===== src/rtl/capsense_pkg.sv =====
// capsense_pkg: shared FSM state encoding for the capacitive touch scanner
package capsense_pkg;

    typedef enum logic [1:0] {
        ST_IDLE   = 2'd0,
        ST_DRIVE  = 2'd1,
        ST_SAMPLE = 2'd2,
        ST_REPORT = 2'd3
    } state_t;

endpackage


===== src/rtl/capsense_track.sv =====
// capsense_track: per-channel hysteresis touch filter; CAPSENSE_BASELINE_EN adds a drifting baseline
module capsense_track #(
    parameter int CNT_BITS = 8,
    parameter int THRESH   = 115,
    parameter int HYST     = 8
) (
    input  logic                clk,
    input  logic                reset,
    input  logic                update,
    input  logic [CNT_BITS-1:0] count,
    output logic                touched
);

    localparam logic [CNT_BITS-1:0] ON  = CNT_BITS'(THRESH);
    localparam logic [CNT_BITS-1:0] OFF = CNT_BITS'(THRESH - HYST);

    logic flag;
    logic nxt;

`ifdef CAPSENSE_BASELINE_EN
    logic [CNT_BITS-1:0] base;
    logic [CNT_BITS-1:0] m;
    logic                valid;

    // Metric is the saturating delta over baseline; first report only seeds the baseline
    always_comb begin
        m   = count > base ? count - base : '0;
        nxt = !valid ? 1'b0 : flag ? !(m < OFF) : m > ON;
    end

    // Baseline creeps one step toward the count while untouched, frozen while touched
    always_ff @(posedge clk) begin
        if (reset) begin
            flag  <= 1'b0;
            valid <= 1'b0;
            base  <= '0;
        end else if (update) begin
            flag  <= nxt;
            valid <= 1'b1;
            base  <= !valid ? count :
                     nxt ? base :
                     count > base ? base + CNT_BITS'(1) :
                     count < base ? base - CNT_BITS'(1) : base;
        end
    end
`else
    assign nxt = flag ? !(count < OFF) : count > ON;

    // Touch flag latches the hysteresis decision on each report of this channel
    always_ff @(posedge clk) begin
        if (reset) flag <= 1'b0;
        else if (update) flag <= nxt;
    end
`endif

    // The new decision is already visible during the report cycle itself
    assign touched = update ? nxt : flag;

endmodule


===== src/rtl/capsense_scan.sv =====
// capsense_scan: multi-channel capacitive touch scanner (optional CAPSENSE_BASELINE_EN baseline tracking)
module capsense_scan
    import capsense_pkg::*;
#(
    parameter int CHANNELS     = 4,
    parameter int CNT_BITS     = 8,
    parameter int DRIVE_CYCLES = 3,
    parameter int TIMEOUT      = 255,
    parameter int THRESH       = 115,
    parameter int HYST         = 8,
    localparam int CH_W        = CHANNELS > 1 ? $clog2(CHANNELS) : 1
) (
    input  logic                clk,
    input  logic                reset,
    input  logic                start,
    input  logic [CHANNELS-1:0] sense,
    output logic [CHANNELS-1:0] drive_oe,
    output logic                busy,
    output logic [CNT_BITS-1:0] count,
    output logic [CH_W-1:0]     count_ch,
    output logic                count_valid,
    output logic [CHANNELS-1:0] touched
);

    localparam int DW = $clog2(DRIVE_CYCLES + 1);

    state_t                state, state_n;
    logic [CHANNELS-1:0]   s1, s2;
    logic [CH_W-1:0]       ch;
    logic [DW-1:0]         dcnt;
    logic [CNT_BITS-1:0]   timer;
    logic                  sense_ch;
    logic                  drive_done;
    logic                  sample_done;
    logic                  last;

    assign sense_ch    = s2[ch];
    assign drive_done  = dcnt == DW'(DRIVE_CYCLES - 1);
    assign sample_done = sense_ch || timer == CNT_BITS'(TIMEOUT);
    assign last        = ch == CH_W'(CHANNELS - 1);

    // Two-flop synchronizer on the asynchronous pad inputs
    always_ff @(posedge clk) begin
        if (reset) begin
            s1 <= '0;
            s2 <= '0;
        end else begin
            s1 <= sense;
            s2 <= s1;
        end
    end

    // State register
    always_ff @(posedge clk) begin
        if (reset) state <= ST_IDLE;
        else state <= state_n;
    end

    // Next-state logic: discharge, time the recharge, report, advance channel
    always_comb begin
        state_n = state;
        case (state)
            ST_IDLE:   state_n = start ? ST_DRIVE : ST_IDLE;
            ST_DRIVE:  state_n = drive_done ? ST_SAMPLE : ST_DRIVE;
            ST_SAMPLE: state_n = sample_done ? ST_REPORT : ST_SAMPLE;
            default:   state_n = last ? ST_IDLE : ST_DRIVE;
        endcase
    end

    // Channel index, drive counter, saturating charge timer and held report
    always_ff @(posedge clk) begin
        if (reset) begin
            ch       <= '0;
            dcnt     <= '0;
            timer    <= '0;
            count    <= '0;
            count_ch <= '0;
        end else begin
            case (state)
                ST_IDLE: begin
                    ch   <= '0;
                    dcnt <= '0;
                end
                ST_DRIVE: begin
                    dcnt  <= dcnt + DW'(1);
                    timer <= '0;
                end
                ST_SAMPLE: begin
                    if (!sample_done) begin
                        timer <= timer + CNT_BITS'(1);
                    end else begin
                        count    <= timer;
                        count_ch <= ch;
                    end
                end
                default: begin
                    ch   <= last ? ch : ch + CH_W'(1);
                    dcnt <= '0;
                end
            endcase
        end
    end

    // Outputs decoded from the current state; only the active pad is ever driven
    always_comb begin
        busy        = state != ST_IDLE;
        count_valid = state == ST_REPORT;
        drive_oe    = state == ST_DRIVE ? CHANNELS'(1) << ch : '0;
    end

    for (genvar i = 0; i < CHANNELS; i++) begin : g_track
        capsense_track #(
            .CNT_BITS(CNT_BITS),
            .THRESH  (THRESH),
            .HYST    (HYST)
        ) u_track (
            .clk    (clk),
            .reset  (reset),
            .update (state == ST_REPORT && ch == CH_W'(i)),
            .count  (count),
            .touched(touched[i])
        );
    end

endmodule


===== config.mk =====
export PLATFORM = sky130hd
export DESIGN_NAME = capsense_scan
export DESIGN_NICKNAME = d
export VERILOG_FILES = /design/src/rtl/capsense_pkg.sv /design/src/rtl/capsense_track.sv /design/src/rtl/capsense_scan.sv
export SDC_FILE = /design/constraint.sdc
export NUM_CORES = 1
export LEC_CHECK = 0
export BUFFER_PORTS_ARGS = -buffer_cell sky130_fd_sc_hd__buf_4
export CORE_MARGIN = 2
export CORE_UTILIZATION = 60
export DETAILED_ROUTE_END_ITERATION = 8
export PLACE_DENSITY = 0.87
export SETUP_SLACK_MARGIN = 0.1
export SYNTH_ARGS = -nofsm -noshare
export SYNTH_HDL_FRONTEND = slang
export SYNTH_SLANG_ARGS = --single-unit

===== constraint.sdc =====
create_clock -name clk -period 3.6 [get_ports clk]
set_input_delay 0.36 -clock clk [delete_from_list [all_inputs] [get_ports clk]]
set_output_delay 0.36 -clock clk [all_outputs]
set_load 0.02 [all_outputs]

==> summary.txt, run 1 <==
CTS
  – Latest clock arrival within the worst-skew pair: ~0.34 ns
  – CTS max path bufs: 2
  – Sink Count: 36
  – Clk pin slew, worst setup/hold paths: between 0.1 and 0.15 ns
  – Post_cts resized: 0
  – Hold Buf Count CTS: 0
  – CTS tree: done
  – Root Driver: clkbuf_4
  – Setup Buffers After CTS: 0
  – CTS buffer count: 5
  – CTS H-tree depth: 2

Place
  – Pre-CTS setup slack: 1.42 ns
  – Inst Count DP: about 240
  – DP Wirelength: about 2600 um
  – Placed Instance Area: around 0.0020 mm2
  – PortBufs: 26
  – Final RePlAce weighted congestion: 0.868

STA
  – Final TNS setup: 0 ns
  – Final Max Tran Viols: 0
  – Tcrit/Tclk final: 0.623
  – Tmin final: ~2.2 ns
  – Max Freq: approximately 0.45 GHz
  – Worst setup margin: roughly 1.4 ns
  – Worst-margin pin slew: 0.613 ns
  – RSZ-0062 raised after global routing: false
  – Skew final: around 0.0073 ns
  – Endpoints failing hold: 0
  – Rel. slew slack: 0.592
  – Fin Hold WS: between 0.2 and 0.25 ns
  – Setup violations, final: 0

GRT
  – Grt ovf: 0
  – Vias in the first global route: approximately 1,400
  – First-pass GRT wire length: between 5000 and 6000 um
  – Antenna violations before repair: 0
  – Largest net degree at the start of global routing: 46
  – Overall routing resource usage: 0.232

Synthesis
  – Yosys top cell by area: dfxtp_1
  – #FFs+latches synth: 36
  – Most area-consuming cells after synthesis: dfxtp_1 41%, nand2b_1 8.4%, ha_1 7.0%, mux2i_1 6.8%, nor2b_1 3.2%
  – Commonest cells in the netlist: 36 x dfxtp_1, 24 x nand2b_1, 12 x mux2i_1
  – Top_reg_cell synth: dfxtp_1
  – Seq/Total Area, Yosys: 0.405
  – Syn Area/Cell: 9.41 um2
  – Number of synthesis warnings: 0
  – Netlist cell types: between 40 and 50
  – Mapped cell area: 0.00178 mm2
  – Post-Synthesis Cells: ~190
  – Number of synthesized flops with an enable pin: 0
  – Most common cell in the netlist: dfxtp_1
  – Synthesized Nets: about 210
  – Synth top area share: 0.405
  – Post-synth ARST share: 0

Finish
  – Area of the multi-input gates: ~960 um2
  – Area added between synthesis and finish: 13.5%
  – Fillcell total: about 200
  – Design area: 0.00202 mm2
  – Post-Layout Cell Count: around 240
  – Fin nets: 228
  – Layout cells sized above 1: 0.189
  – Ant diodes: 0
  – Register area: slightly above 700 um2

Detailed routing
  – DRT antenna net count: 0
  – Vias: roughly 1,500
  – Final wirelength: 3630 um
  – Drt pass-1 iters: 4
  – Remaining DRCs: 0
  – 1st-iter DRT viols: about 120
  – Vias per cell: 5.99
  – Average wire per standard cell: 15.0 um

Job
  – Max-Cap Viols: 0

Critical path
  – Worst Path Required: 3.87 ns
  – Startpoint Class: flip-flop
  – CP max FO: 11
  – Kind of critical path: flip-flop to flip-flop
  – Critical path capture point type: flip-flop
  – Worst path arrival time: 2.51 ns

Die
  – Chip Height: slightly below 60 um
  – Boundary Pins: 27
  – Die X: 58.5 um
  – Die area: between 0.003 and 0.004 mm2
  – Initial core utilization: 0.640
  – Rows: 19
  – Core ar.: between 0.002 and 0.003 mm2

Pwr
  – Clock share of power: 0.338
  – Part of the power in combinational logic: 0.077
  – Sw power: around 0.00018 W
  – Sw Share: 0.250
  – Internal Power: approximately 0.00053 W
  – Lkg Pwr: ~0.8 nW
  – Reg power frac: 0.585
  – Power Dens Cells: around 350 mW/mm2
  – Peak supply drop: 329 uV

Worst hold path
  – Worst hold path type: input port to flip-flop

Run status
  – Status: finished clean
-- routing by layer --
layer / routed length (um) / GRT usage / vias up
li1: - / - / 702
met1: 1530 / 0.267 / 700
met2: 1840 / 0.393 / 48
met3: 217 / 0.0725 / 6
met4: 53 / 0.103 / 0
met5: 0 / 0 / -
-- layout by cell type (no fill, tap or decap), types with 2 or more instances in the layout --
master	netlist	routed
a21oi_1	6	6
a22oi_1	2	2
a31oi_1	3	3
and2_1	4	4
buf_4	5	26
clkbuf_4	0	5
clkinvlp_4	0	2
dfxtp_1	36	36
ha_1	10	10
inv_1	9	9
mux2i_1	12	12
nand2_1	10	10
nand2b_1	24	24
nand3_1	6	6
nand4b_1	3	3
nor2_1	9	9
nor2b_1	9	9
nor3_1	2	2
nor4_1	2	2
o2111ai_1	4	4
o211ai_1	2	2
o21ai_0	2	2
o31a_1	2	2
o31ai_1	2	2
-- worst max-delay path, cell delays in order, from the launching register on --
cell and delay, ns:
dfxtp_1 0.44, ha_1 0.24, nand3_1 0.17, nor3_2 0.47
o21a_1 0.57, mux2i_1 0.27
-- power by group through the flow --
stage / Clock, W / Sequential (W) / Combinational [W]
finish: 0.000237 / 0.000410 / 0.0000540
global route: 0.000262 / 0.000411 / 0.0000592
CTS: 0.000245 / 0.000410 / 0.0000539
detailed placement: 0 / 0.000419 / 0.0000538
global placement: 0 / 0.000418 / 0.0000516
floorplan: 0 / 0.000417 / 0.0000385
-- layout make-up --
cell class / instances / area share
inverter: 9 / 0.0167
clock buffer: 6 / 0.0254
tap: 31 / 0.0192
sequential: 36 / 0.357
multi-input combinational: 133 / 0.478
timing repair buffer: 26 / 0.0967
clock inverter: 2 / 0.00743
-- registers in the layout, indices dropped and copies added, names as in the netlist --
register and cells:
state 2, s2 4, count_ch 2, s1 4
g_track.u_track.flag 4, dcnt 2, ch 2, count 8
timer 8
-- cells by family (layout without fill, tap and decap cells) --
logic type / Yosys count / count (layout) / synth area share
compound gates: 34 / 34 / 0.142
fa+ha+maj: 10 / 10 / 0.0703
flops: 36 / 36 / 0.405
buf+inv: 20 / 43 / 0.0527
simple gates: 76 / 76 / 0.250
mux: 13 / 13 / 0.0802
-- path summary, 6_finish.rpt --
kind / start / to / slack, ns / cells after the start
setup reg to reg: timer[0] / count[7] / 1.36 / 5
hold reg to reg: s1[3] / s2[3] / 0.45 / 1
hold / removal: sense[1] / s1[1] / 0.23 / 2
setup / recovery: timer[0] / count[7] / 1.36 / 5
-- metrics by stage --
stage	utilization	total power [W]
after floorplan	-	0.000456
after global placement	0.702	0.000470
after detailed placement	0.702	0.000473
after CTS	0.726	0.000709
after global routing	0.726	0.000732
final	0.726	0.000700
Note: power is estimated with default switching activity, not from simulation.
==> run 2: changes to the inputs <==
- ABC_AREA: default -> 1
- CORE_UTILIZATION: 60 -> 56
- PLACE_DENSITY: 0.87 -> 0.83
- clock period: 3.6 -> 2.1 ns (I/O delays scaled with it)
==> run 2 against run 1 <==
Net effect:
- power up 88%
- register-to-register slack worse by 0.90 ns
- sequential power is 74% higher
- largest power group unchanged
- first-iteration DRC count fell by 42%
- clock-buffer cell count is 1 lower
- design area is 4.5% higher
- clock power rose by 100%
- cell count increased by 35%
- die area is 8.7% higher
- largest cell class unchanged
==> summary.txt, run 2 <==
Run status
  – Status: finished clean

Synthesis
  – Synth top area share: 0.397 (-0.00810)
  – Yosys top cell by area: dfxtp_1
  – Syn Area/Cell: 7.04 um2 (-25%)
  – Netlist cell types: 26 (-38%)
  – Synthesized Nets: 275 (+33%)
  – Post-Synthesis Cells: 258 (+37%)
  – Commonest cells in the netlist: 51 x nand2_1, 46 x nor2_1, 36 x dfxtp_1
  – Post-synth ARST share: 0 (unchanged)
  – Number of synthesis warnings: 0 (unchanged)
  – Seq/Total Area, Yosys: 0.397 (-0.00810)
  – Top_reg_cell synth: dfxtp_1
  – Mapped cell area: 0.00182 mm2 (+2.0%)
  – #FFs+latches synth: 36 (unchanged)
  – Most common cell in the netlist: nand2_1
  – Number of synthesized flops with an enable pin: 0 (unchanged)
  – Most area-consuming cells after synthesis: dfxtp_1 40%, nand2_1 11%, nor2_1 9.5%, inv_1 7.0%, ha_1 6.9%

Finish
  – Area added between synthesis and finish: 16.2%
  – Fillcell total: 277 (+36%)
  – Layout cells sized above 1: 0.197 (+0.00850)
  – Most common cell after layout, fill and taps aside: nand2_1
  – Finished Core Util: 0.685 (-0.0407)
  – Commonest cells after routing, fill and taps aside: 51 x nand2_1, 46 x nor2_1, 35 x dfxtp_1
  – Design area: 0.00211 mm2 (+4.5%)
  – Fin nets: 300 (+32%)
  – Ant diodes: 0 (unchanged)
  – Regs by FF count: count: 8 flops, timer: 8 flops

CTS
  – Root Driver: clkbuf_4
  – CTS max path bufs: 2 (unchanged)
  – CTS tree: done
  – CTS buffer count: 5 (unchanged)
  – Sink Count: 36 (unchanged)
  – Latest clock arrival within the worst-skew pair: 0.34 ns (about the same)
  – CTS H-tree depth: 2 (unchanged)
  – Clk pin slew, worst setup/hold paths: 0.11 ns (about the same)

Pwr
  – Peak supply drop: 394 uV (+20%)
  – Lkg Pwr: 0.951 nW (+18%)
  – Power Dens Cells: 625 mW/mm2 (+80%)

STA
  – Tcrit/Tclk final: 0.869
  – Final Max Tran Viols: 0 (unchanged)
  – Worst-margin pin slew: 0.320 ns (-0.293 ns)
  – Skew final: 0.00801 ns (+0.000660 ns)
  – Tmin final: 1.82 ns
  – RSZ-0062 raised after global routing: false
  – Final TNS setup: 0 ns (unchanged)
  – Setup violations, final: 0 (unchanged)
  – Max Freq: between 0.5 and 0.6 GHz
  – Rel. slew slack: 0.787 (+0.195)
  – Endpoints failing hold: 0 (unchanged)

Critical path
  – Startpoint Class: flip-flop
  – CP max-delay cell: dfxtp_1
  – Cell family with most CP delay: flip-flops
  – Chain of cells forming the critical path: ha_1 > nand2_1 > nor2_1 > nand4_1 > nand2_1 > inv_1 > buf_4
  – Reg-to-Reg Start: state[0]
  – Delay of the slowest critical-path stage: 0.43 ns (-0.14 ns)
  – Worst Path Required: 1.89 ns (-1.98 ns)
  – Crit. Startpoint: ch[1]
  – Worst path arrival time: 1.61 ns (-0.90 ns)
  – Worst path bufs/invs: 2 (+2)
  – Critical path capture point type: output port
  – Kind of critical path: flip-flop to output port
  – CP max FO: 5 (-6)
  – Crit path top cell by count: nand2_1

Detailed routing
  – Vias: 1,576 (+8.2%)
  – Drt pass-1 iters: 4 (unchanged)
  – Vias per cell: 4.80 (-20%)
  – 1st-iter DRT viols: 67 (-42%)
  – DRT antenna net count: 0 (unchanged)
  – Final wirelength: 3250 um (-11%)
  – Remaining DRCs: 0 (unchanged)
  – Average wire per standard cell: 9.90 um (-34%)

Place
  – DP Wirelength: 2410 um (-6.5%)
  – Placed Instance Area: 0.00199 mm2 (+2.1%)
  – Final RePlAce weighted congestion: 0.869 (about the same)
  – PortBufs: 26 (unchanged)

GRT
  – Overall routing resource usage: 0.196 (-0.0360)
  – Largest net degree at the start of global routing: 24 (-48%)
  – Grt ovf: 0 (unchanged)
  – Vias in the first global route: 1,280 (-6.4%)
  – Antenna violations before repair: 0 (unchanged)
  – First-pass GRT wire length: 5380 um (-9.7%)

Die
  – Chip Height: 60.9 um (+4.3%)
  – Die area: 0.00371 mm2 (+8.7%)
  – Die X: 60.9 um (+4.3%)
  – Core ar.: 0.00308 mm2 (+11%)
  – Boundary Pins: 27 (unchanged)
  – Initial core utilization: 0.590 (-0.0498)
  – Rows: 20 (+1)

Job
  – Max-Cap Viols: 0 (unchanged)

Worst hold path
  – Hold path startpoint: sense[0]
  – Worst hold path type: input port to flip-flop
run 2: changes by cell type in the layout (fill, tap and decap cells not counted), moves of 8 or more:
cell      previous run  this run
nand2_1             10        51
nor2_1               9        46
inv_1                9        34
nand2b_1            24         0
mux2i_1             12         0
nand3_1              6        16
nor2b_1              9         0
o21ai_1              1         9
run 2: timing repair:
action,in CTS,in global routing
setup endpoints to repair,1,4
pin swaps,0,1
buffers inserted,0,3
gates resized for setup,1,2
hold buffers,0,0
run 2: kinds of logic after synthesis:
group | after synthesis | synth area share
AOI/OAI and AO/OA | 32 | 0.101
xor gates and xnor gates | 2 | 0.00965
adders and majority gates | 10 | 0.0689
buffers and inverters | 49 | 0.119
DFF | 36 | 0.397
and+or+nand+nor | 129 | 0.305
run 2: layout make-up:
cell class              count  area, um2  area share
well taps                  44       55.1      0.0261
inverters                  38        144      0.0682
clock inverters             3       42.5      0.0202
clock buffers               5       37.5      0.0178
repair buffers             29        218       0.103
multi-input cells         173        891       0.422
flip-flops and latches     36        722       0.342
run 2: path summary, 6_finish.rpt:
kind | end | depth (start not counted) | slack (ns)
hold / removal | s1[0] | 3 | 0.06
setup / recovery | touched[3] | 7 | 0.28
hold reg to reg | s2[0] | 2 | 0.41
setup reg to reg | dcnt[1] | 6 | 0.46
run 2: worst register-to-register path, cell delays in order (launching register included):
cell and delay, ns:
dfxtp_1 0.45, inv_1 0.11, ha_1 0.28, inv_1 0.16
nand2_2 0.16, or2_2 0.31, a21oi_1 0.11
run 2: per-layer routing:
layer  global-route usage  vias up  wire [um]
li1                     -      854          -
met3               0.0661        7        150
met1                0.242      680       1570
met4               0.0901        0         64
met2                0.309       35       1470
met5                    0        -          0
run 2: power by group:
group / leakage (nW) / switching [W] / total (W) / internal [W]
registers: 0.293 / 0.0000136 / 0.000713 / 0.000700
clock network: 0.0412 / 0.000231 / 0.000479 / 0.000248
logic: 0.617 / 0.0000774 / 0.000125 / 0.0000480
run 2: through the flow:
stage	instances	total power [W]	hold WS (ns)	worst slack, ns
2_1_floorplan	258	0.000815	0.288	0.432
3_3_place_gp	317	0.000849	0.389	0.515
3_5_place_dp	317	0.000853	0.398	0.485
4_1_cts	325	0.00132	0.0592	0.159
5_1_grt	328	0.00138	0.0552	0.0983
6_report	328	0.00132	0.0632	0.275
==> run 3: changes to the inputs <==
- CTS_CLUSTER_DIAMETER: default -> 80
- clock period: 2.1 -> 1.9 ns (I/O delays scaled with it)
==> run 3 against run 2 <==
Net effect:
- power grew 6.6%
- hold slack lost 0.018 ns
- clock-buffer cell count grew 1
- critical path depth is the same
- sequential cell count is the same
- sequential share of layout area shrank 0.39 points
- register-to-register slack lost 0.18 ns
- wire length grew 13%
- non-clock buffer count grew 2
- largest power group unchanged
==> summary.txt, run 3 (synthesized netlist as in run 2, its figures left out) <==
Critical path
  – Worst Path Required: 1.71 ns (-0.18 ns)
  – Kind of critical path: flip-flop to output port
  – CP max-delay cell: dfxtp_4
  – Critical path capture point type: output port
  – Delay of the slowest critical-path stage: 0.46 ns (+0.03 ns)
  – Worst path arrival time: 1.58 ns (-0.03 ns)
  – Chain of cells forming the critical path: ha_4 > nand2_1 > nor2_1 > nand4_1 > nand2_1 > inv_1 > buf_4
  – Worst R2R Path Depth: 9 (+3)
  – Startpoint Class: flip-flop
  – CP max FO: 6 (+1)
  – Crit path top cell by count: nand2_1

STA
  – Skew final: 0.0109 ns (+0.00291 ns)
  – Endpoints failing hold: 0 (unchanged)
  – Final TNS setup: 0 ns (unchanged)
  – Worst-margin pin slew: 0.337 ns (+0.0174 ns)
  – Tmin final: about 1.8 ns
  – Rel. slew slack: 0.775 (-0.0114)
  – RSZ-0062 raised after global routing: true
  – Tcrit/Tclk final: 0.931
  – Setup violations, final: 0 (unchanged)
  – Max Freq: about 0.57 GHz
  – Final Max Tran Viols: 0 (unchanged)

Place
  – Final RePlAce weighted congestion: 0.864 (-0.52%)
  – DP Wirelength: 2390 um (-0.84%)
  – PortBufs: 26 (unchanged)

Detailed routing
  – Drt pass-1 iters: 4 (unchanged)
  – DRT antenna net count: 0 (unchanged)
  – Final wirelength: 3670 um (+13%)
  – Vias per cell: 4.94 (+2.9%)
  – Vias: 1,631 (+3.5%)
  – Remaining DRCs: 0 (unchanged)
  – 1st-iter DRT viols: 127 (+90%)
  – Average wire per standard cell: 11.1 um (+12%)

Finish
  – Ant diodes: 0 (unchanged)
  – Fin nets: 302 (+0.67%)
  – Regs by FF count: count: 8 flops, timer: 8 flops
  – Finished Core Util: 0.711 (+0.0260)
  – Layout cells sized above 1: 0.245 (+0.0476)
  – Commonest cells after routing, fill and taps aside: 51 x nand2_1, 46 x nor2_1, 33 x inv_1
  – Most common cell after layout, fill and taps aside: nand2_1
  – Area added between synthesis and finish: 20.6%

Worst hold path
  – Hold path cells: 3 (unchanged)
  – Worst hold path type: input port to flip-flop

GRT
  – Grt ovf: 0 (unchanged)
  – Vias in the first global route: 1,328 (+3.8%)
  – Largest net degree at the start of global routing: 24 (unchanged)
  – Overall routing resource usage: 0.203 (+0.00704)
  – Antenna violations before repair: 0 (unchanged)
  – First-pass GRT wire length: 5550 um (+3.3%)

CTS
  – Clk pin slew, worst setup/hold paths: 0.12 ns (about the same)
  – Latest clock arrival within the worst-skew pair: 0.34 ns (about the same)
  – CTS max path bufs: 2 (unchanged)
  – CTS H-tree depth: 2 (unchanged)
  – Sink Count: 36 (unchanged)
  – Hold Buf Count CTS: 0 (unchanged)
  – CTS buffer count: 5 (unchanged)
  – CTS tree: done
  – Root Driver: clkbuf_4

Die
  – Die X: 60.9 um (unchanged)
  – Boundary Pins: 27 (unchanged)
  – Initial core utilization: 0.590 (unchanged)
  – Chip Height: 60.9 um (unchanged)
  – Core ar.: 0.00308 mm2 (unchanged)
  – Rows: 20 (unchanged)
  – Die area: 0.00371 mm2 (unchanged)

Pwr
  – Power Dens Cells: 642 mW/mm2 (+2.7%)
  – Peak supply drop: 541 uV (+37%)
  – Lkg Pwr: 0.960 nW (+0.85%)

Run status
  – Status: finished clean

Job
  – Max-Cap Viols: 0 (unchanged)
run 3: cell types whose count changed in the layout (fill, tap and decap cells not counted), sizes merged:
cell      before  now
buf           29   31
bufinv         1    0
clkbuf         5    6
clkinv         2    1
clkinvlp       1    2
run 3: worst paths after layout:
path | from | endpoint | slack, ns
max | ch[0] | touched[3] | 0.13
min | sense[2] | s1[2] | 0.05
max reg2reg | timer[0] | count[0] | 0.28
min reg2reg | s1[2] | s2[2] | 0.41
run 3: power by group:
part / switching (W) / internal, W
sequential: 0.0000236 / 0.000772
clock: 0.000264 / 0.000180
combinational: 0.0000962 / 0.0000698
total: 0.000383 / 0.00102
run 3: through the flow:
step,hold slack (ns),instances,area (um2),worst slack [ns],power [W]
finish,0.0452,330,2190,0.131,0.00141
global route,0.0435,330,2190,0.0506,0.00147
CTS,0.0296,326,2080,0.114,0.00138
detailed placement,0.395,317,1990,0.304,0.000943
global placement,0.389,317,1990,0.338,0.000940
floorplan,0.268,258,1820,0.252,0.000900
run 3: what timing repair did:
| action | in CTS | in global routing |
|---|---|---|
| endpoints found under the setup margin | 4 | 4 |
| pin swaps | 1 | 5 |
| hold endpoints to repair | 0 | 0 |
| setup buffers | 1 | 4 |
| resized for setup | 6 | 21 |
run 3: final cells by class:
type | count | area [um2]
sequential | 36 | 741
tap | 44 | 55.1
timing repair buffer | 31 | 233
clock inverter | 2 | 15.0
fill | 257 | 888
multi-input combinational | 173 | 941
inverter | 38 | 154
clock buffer | 6 | 51.3
run 3: worst max-delay path: cells and delay by family, from the launching register on:
family | cells | cell delay [ns]
adders and majority gates | 1 | 0.17
and+or+nand+nor | 4 | 0.42
DFF | 1 | 0.46
buffers and inverters | 2 | 0.18
run 3: per-layer routing:
layer / vias up / GRT usage / share of wire
li1: 861 / - / -
met1: 725 / 0.250 / 0.45
met2: 39 / 0.329 / 0.49
met3: 6 / 0.0640 / 0.041
met4: 0 / 0.0839 / 0.016
met5: - / 0 / 0
